--- config.mk ---
export PLATFORM = sky130hd
export DESIGN_NAME = cpu_sequencer
export DESIGN_NICKNAME = d
export VERILOG_FILES = /design/src/rtl/cpu_seq_pkg.sv /design/src/rtl/cpu_sequencer_wait_timer.sv /design/src/rtl/cpu_sequencer.sv
export SDC_FILE = /design/constraint.sdc
export NUM_CORES = 1
export LEC_CHECK = 0
export CELL_PAD_IN_SITES_DETAIL_PLACEMENT = 1
export CELL_PAD_IN_SITES_GLOBAL_PLACEMENT = 2
export CORE_UTILIZATION = 31
export CTS_BUF_LIST = sky130_fd_sc_hd__clkbuf_4
export DETAILED_ROUTE_END_ITERATION = 7
export PLACE_DENSITY = 0.95
export RECOVER_POWER = 50
export SLEW_MARGIN = 25
export SYNTH_ARGS = -nofsm -noshare
export SYNTH_HDL_FRONTEND = slang
export SYNTH_HIERARCHICAL = 1
export SYNTH_SLANG_ARGS = --single-unit
--- constraint.sdc ---
create_clock -name clk -period 3.3 [get_ports clk]
set_input_delay 0.825 -clock clk [delete_from_list [all_inputs] [get_ports clk]]
set_output_delay 0.825 -clock clk [all_outputs]
set_load 0.03 [all_outputs]
--- src/rtl/cpu_seq_pkg.sv ---
// Shared definitions for the multi-cycle RV32I control sequencer:
// state encodings, RV32I major opcodes and default parameter values.
package cpu_seq_pkg;

    typedef enum logic [2:0] {
        ST_IDLE      = 3'd0,
        ST_FETCH     = 3'd1,
        ST_DECODE    = 3'd2,
        ST_EXECUTE   = 3'd3,
        ST_MEM       = 3'd4,
        ST_WRITEBACK = 3'd5,
        ST_STOP      = 3'd6
    } seq_state_t;

    localparam logic [6:0] OPC_LUI    = 7'b0110111;
    localparam logic [6:0] OPC_AUIPC  = 7'b0010111;
    localparam logic [6:0] OPC_JAL    = 7'b1101111;
    localparam logic [6:0] OPC_JALR   = 7'b1100111;
    localparam logic [6:0] OPC_BRANCH = 7'b1100011;
    localparam logic [6:0] OPC_LOAD   = 7'b0000011;
    localparam logic [6:0] OPC_STORE  = 7'b0100011;
    localparam logic [6:0] OPC_OPIMM  = 7'b0010011;
    localparam logic [6:0] OPC_OP     = 7'b0110011;
    localparam logic [6:0] OPC_FENCE  = 7'b0001111;

    // jal x0,0 : a jump onto itself, used as the program-end marker
    localparam logic [31:0] HALT_INSTR_DEFAULT  = 32'h0000006F;
    localparam int unsigned MEM_TIMEOUT_DEFAULT = 255;

    // True for every major opcode the datapath can execute
    function automatic logic opcode_supported(input logic [6:0] opc);
        case (opc)
            OPC_LUI, OPC_AUIPC, OPC_JAL, OPC_JALR, OPC_BRANCH,
            OPC_LOAD, OPC_STORE, OPC_OPIMM, OPC_OP, OPC_FENCE: return 1'b1;
            default: return 1'b0;
        endcase
    endfunction

endpackage

--- src/rtl/cpu_sequencer_wait_timer.sv ---
// Loadable 8-bit wait counter for memory handshakes. It counts the cycles
// spent waiting for a ready and flags the last cycle allowed before a
// bus error (the cycle whose increment would reach LIMIT).
module seq_wait_timer #(
    parameter int unsigned LIMIT = 255
) (
    input  logic clk,
    input  logic reset,
    input  logic clear,
    input  logic inc,
    output logic expired
);

    localparam logic [8:0] LIMIT_W = 9'(LIMIT);

    logic [7:0] count;

    // Count waiting cycles; cleared whenever no handshake is in progress
    always_ff @(posedge clk or posedge reset) begin
        if (reset) begin
            count <= 8'd0;
        end else if (clear) begin
            count <= 8'd0;
        end else if (inc) begin
            count <= count + 8'd1;
        end
    end

    assign expired = ({1'b0, count} + 9'd1) == LIMIT_W;

endmodule

--- src/rtl/cpu_sequencer.sv ---
// Multi-cycle control sequencer for the RV32I datapath. Walks each
// instruction through FETCH/DECODE/EXECUTE/MEM/WRITEBACK, produces the
// IR/PC/RF/DMEM strobes, and stops on halt, illegal opcode or bus timeout.
module cpu_sequencer
    import cpu_seq_pkg::*;
#(
    parameter int unsigned MEM_TIMEOUT = MEM_TIMEOUT_DEFAULT,
    parameter logic [31:0] HALT_INSTR  = HALT_INSTR_DEFAULT
) (
    input  logic        clk,
    input  logic        reset,
    input  logic        run,
    input  logic        step_req,
    input  logic [31:0] instr,
    input  logic        imem_ready,
    input  logic        dmem_ready,
    output logic        imem_req,
    output logic        ir_we,
    output logic        pc_we,
    output logic        rf_we,
    output logic        dmem_req,
    output logic        dmem_we,
    output logic [2:0]  state,
    output logic        halted,
    output logic        bus_error,
    output logic        illegal,
    output logic [31:0] cycle_count,
    output logic [31:0] retired_count
);

    seq_state_t state_q;
    logic [6:0] opc;
    logic       is_load;
    logic       is_store;
    logic       is_no_wb;
    logic       waiting;
    logic       tmr_clear;
    logic       tmr_inc;
    logic       tmr_expired;
    logic       commit;
    seq_state_t after_commit;

    assign opc      = instr[6:0];
    assign is_load  = (opc == OPC_LOAD);
    assign is_store = (opc == OPC_STORE);
    assign is_no_wb = (opc == OPC_BRANCH) || (opc == OPC_FENCE);

    // After retiring, keep going while run is held, otherwise park in IDLE
    assign after_commit = run ? ST_FETCH : ST_IDLE;

    // The timer only runs while a memory handshake is outstanding
    assign waiting   = (state_q == ST_FETCH) || (state_q == ST_MEM);
    assign tmr_clear = !waiting;
    assign tmr_inc   = ((state_q == ST_FETCH) && !imem_ready) ||
                       ((state_q == ST_MEM) && !dmem_ready);

    seq_wait_timer #(
        .LIMIT(MEM_TIMEOUT)
    ) u_wait_timer (
        .clk    (clk),
        .reset  (reset),
        .clear  (tmr_clear),
        .inc    (tmr_inc),
        .expired(tmr_expired)
    );

    // Moore outputs straight from the state register
    assign imem_req = (state_q == ST_FETCH);
    assign dmem_req = (state_q == ST_MEM);
    assign dmem_we  = (state_q == ST_MEM) && is_store;
    assign state    = state_q;

    // Single-cycle strobes; commit happens in the last state of an instruction
    always_comb begin
        commit = 1'b0;
        case (state_q)
            ST_EXECUTE:   commit = is_no_wb;
            ST_MEM:       commit = dmem_ready && is_store;
            ST_WRITEBACK: commit = 1'b1;
            default:      commit = 1'b0;
        endcase
        ir_we = (state_q == ST_FETCH) && imem_ready;
        rf_we = (state_q == ST_WRITEBACK);
        pc_we = commit;
    end

    // Sequencer FSM with sticky stop flags and the cycle/retire counters
    always_ff @(posedge clk or posedge reset) begin
        if (reset) begin
            state_q       <= ST_IDLE;
            halted        <= 1'b0;
            bus_error     <= 1'b0;
            illegal       <= 1'b0;
            cycle_count   <= 32'd0;
            retired_count <= 32'd0;
        end else begin
            if (state_q != ST_STOP) begin
                cycle_count <= cycle_count + 32'd1;
            end
            if (commit) begin
                retired_count <= retired_count + 32'd1;
            end
            case (state_q)
                ST_IDLE: begin
                    if (run || step_req) begin
                        state_q <= ST_FETCH;
                    end
                end
                ST_FETCH: begin
                    if (imem_ready) begin
                        state_q <= ST_DECODE;
                    end else if (tmr_expired) begin
                        state_q   <= ST_STOP;
                        bus_error <= 1'b1;
                    end
                end
                ST_DECODE: begin
                    if (instr == HALT_INSTR) begin
                        state_q <= ST_STOP;
                        halted  <= 1'b1;
                    end else if (!opcode_supported(opc)) begin
                        state_q <= ST_STOP;
                        illegal <= 1'b1;
                    end else begin
                        state_q <= ST_EXECUTE;
                    end
                end
                ST_EXECUTE: begin
                    if (is_load || is_store) begin
                        state_q <= ST_MEM;
                    end else if (is_no_wb) begin
                        state_q <= after_commit;
                    end else begin
                        state_q <= ST_WRITEBACK;
                    end
                end
                ST_MEM: begin
                    if (dmem_ready) begin
                        state_q <= is_load ? ST_WRITEBACK : after_commit;
                    end else if (tmr_expired) begin
                        state_q   <= ST_STOP;
                        bus_error <= 1'b1;
                    end
                end
                ST_WRITEBACK: begin
                    state_q <= after_commit;
                end
                ST_STOP: begin
                    state_q <= ST_STOP;
                end
                default: begin
                    state_q <= ST_IDLE;
                end
            endcase
        end
    end

endmodule

==> flow_metrics.py <==
metrics = {
    "cts": {
        "post_cts_buffers": 0,
        "clockBufferDepth": 2,
        "cts_sinks": 78,
        "tritoncts": "yes",
        "insertion_delay_ns": 0.45,
        "cts-root-buf": "clkbuf_4",
        "htreeDepth": 3,
        "path_clk_slew_ns": 0.15,
        "numCtsBuffers": 9,
    },
    "global_route": {
        "grt_pass1_wl_um": 18200,
        "grt.overflow.total": 0,
        "grt_pass1_vias": 3581,
        "grt_max_degree": 41,
        "antenna_found_initial": 1,
        "grt_usage": 0.172,
    },
    "detailed_routing": {
        "wl_per_cell_um": 16.1,
        "routed_via_density": 5.03,
        "num_vias": 3442,
        "dr.pass1.iters": 4,
        "wl_um": 11000,
        "ant_nets": 0,
        "drtIter0Drc": 160,
        "drc_errors": 0,
    },
    "min_path": {
        "hp-start": "retired_count[31]",
        "hold_path.class": "flip-flop to flip-flop",
        "hold_depth": 1,
    },
    "yosys": {
        "synth_ff_type": "dfrtp_1",
        "synth_adder_area_share": 0.0122,
        "synthArstFlopShare": 1.00,
        "yosys_register_bits": 78,
        "synth_compound_area_frac": 0.0936,
        "synth_cell_types": 53,
        "synth-xor-area-share": 0.140,
        "synth_top_family_by_area": "simple AND/OR/NAND/NOR gates",
        "syn_nets": 429,
        "synth_edf_count": 0,
        "synthSimpleGateAreaFrac": 0.247,
        "yosys_warnings": 6,
        "syn_inst": 387,
        "ys_seq_area_frac": 0.474,
        "yosys-mux-area-fraction": 0.00274,
        "syn_area_um2": 4120,
        "avgSynthCellArea_um2": 10.6,
    },
    "sta": {
        "skew_ns": 0.0248,
        "fin_hold_ws_ns": 0.487,
        "setup_viol": 0,
        "fin_crit_sh": 0.982,
        "min_period_ns": 3.24,
        "maxSlewViolCount": 0,
        "hold_violations": 0,
        "rsz0062_at_grt": "false",
        "worstMarginPinSlew_ns": 1.17,
        "fmax_mhz": 309,
        "slew_headroom": 0.220,
        "fin_tns_setup_ns": 0,
    },
    "floorplan": {
        "die_x_um": 117,
        "rows": 41,
        "io-pin-count": 114,
        "die_area_um2": 13700,
        "initial_utilization": 0.322,
        "core_region_area_um2": 12800,
        "die_h_um": 117,
    },
    "setup_path": {
        "cp.required_ns": 2.47,
        "arrival_ns": 2.41,
        "critical_path_class": "input port to output port",
        "rr_endpoint": "retired_count[3]",
        "cp-end-kind": "output port",
        "crit_start": "instr[2]",
        "startpoint_type": "input port",
        "cp_max_fo": 5,
        "reg2reg_from": "state[1]",
        "r2r_slack_ns": 0.57,
        "crit_end": "pc_we",
        "r2r.worst_path.cells": 6,
    },
    "layout": {
        "utilization": 0.437,
        "area_delta_synth_final_pct": 35.6,
        "final_cell_mix": "clkdlybuf4s50_1, dfrtp_1, xnor2_1, nand2_1",
        "layout_commonest_cell": "clkdlybuf4s50_1",
        "fin_nets": 548,
        "layout-drive-gt1-share": 0.0861,
    },
    "pwr": {
        "p_leak_nw": 2.39,
        "total_power_mw": 2.78,
        "power.density_nw_per_um2": 499,
        "irDropWorstVdd_mv": 0.308,
    },
    "placed_design": {
        "io_buffers": 113,
        "dpl.hpwl_um": 8440,
        "gp_congestion": 0.770,
    },
    "flow_run": {
        "cap_violations": 0,
    },
    "status": {
        "status": "finished clean",
    },
}
==> cell families after synthesis <==
kind of cell	after synthesis
flops	78
xor+xnor	66
compound gates	52
buf+inv	23
mux	1
simple gates	163
fa+ha+maj	4
==> worst max-delay path: stages <==
cell and delay [ns]:
clkdlybuf4s50_1 0.54, and4bb_1 0.22, o211a_1 0.24, a211o_1 0.38, buf_4 0.20
==> sequential cells by signal, summed over array words and instances (netlist names) <==
| name | flops |
|---|---|
| halted | 1 |
| state | 3 |
| retired_count | 32 |
| cycle_count | 32 |
| illegal | 1 |
| u_wait_timer/count | 8 |
| bus_error | 1 |
==> power breakdown <==
group / total (mW) / switching (mW) / internal [mW]
combinational: 0.932 / 0.537 / 0.395
clock: 0.616 / 0.379 / 0.238
sequential: 1.24 / 0.180 / 1.06
total: 2.78 / 1.10 / 1.69
==> final cells by class <==
cell class,count,area (µm²)
clock inverter,7,80.1
multi-input combinational,286,2040
fill,1424,7190
clock buffer,9,67.6
timing repair buffer,123,1200
antenna,1,2.50
inverter,8,30.0
tap,172,215
sequential,78,1950
==> how the worst min path moves through the flow <==
| stage | endpoint | slack, ns |
|---|---|---|
| after floorplan | u_wait_timer/count[7] | 0.52 |
| after global placement | halted | 0.46 |
| after detailed placement | halted | 0.46 |
| after CTS | retired_count[31] | 0.49 |
| after global routing | retired_count[31] | 0.52 |
| final | retired_count[31] | 0.49 |
==> metrics by stage <==
stage	instance area, µm²	setup slack (ns)	cells
final	5580	0.0610	684
after global routing	5580	0.00163	684
after CTS	5600	0.0252	683
after detailed placement	5460	0.0320	667
after global placement	5460	0.0591	667
after floorplan	4120	0.354	387
==> synth_stat cells (all sizes together) (3+ instances only) <==
| cell | number | area [µm²] |
|---|---|---|
| a21oi | 7 | 35.0 |
| buf | 11 | 76.3 |
| dfrtp | 78 | 1950 |
| or3 | 3 | 18.8 |
| xor2 | 21 | 184 |
| nand3 | 24 | 135 |
| and2 | 5 | 31.3 |
| a21o | 3 | 22.5 |
| nand3b | 3 | 22.5 |
| o211ai | 4 | 30.0 |
| clkbuf | 4 | 16.3 |
| nand2b | 3 | 18.8 |
| and3 | 17 | 106 |
| a2111oi | 4 | 53.8 |
| nor3 | 7 | 45.0 |
| nor2b | 5 | 31.3 |
| xnor2 | 45 | 394 |
| nand2 | 26 | 108 |
| and3b | 4 | 35.0 |
| o2111ai | 3 | 26.3 |
| nand4 | 22 | 156 |
| a31oi | 3 | 18.8 |
| inv | 8 | 30.0 |
| a211oi | 8 | 60.1 |
| o21ai | 10 | 53.8 |
| nor2 | 17 | 63.8 |
| nor4 | 5 | 31.3 |
| ha | 4 | 50.1 |
| and4 | 16 | 143 |
==> what timing repair did <==
| action | in CTS | in global routing |
|---|---|---|
| hold buffers | 0 | 0 |
| resized for setup | 0 | 3 |
| endpoints found under the setup margin | 0 | 2 |
==> metal layers <==
metal / wire length, µm / up-vias / global-route usage
li1: - / 1648 / -
met1: 4900 / 1682 / 0.216
met2: 5310 / 100 / 0.286
met3: 657 / 12 / 0.0484
met4: 172 / 0 / 0.0532
met5: 0 / - / 0
Note: power is estimated with default switching activity, not from simulation.
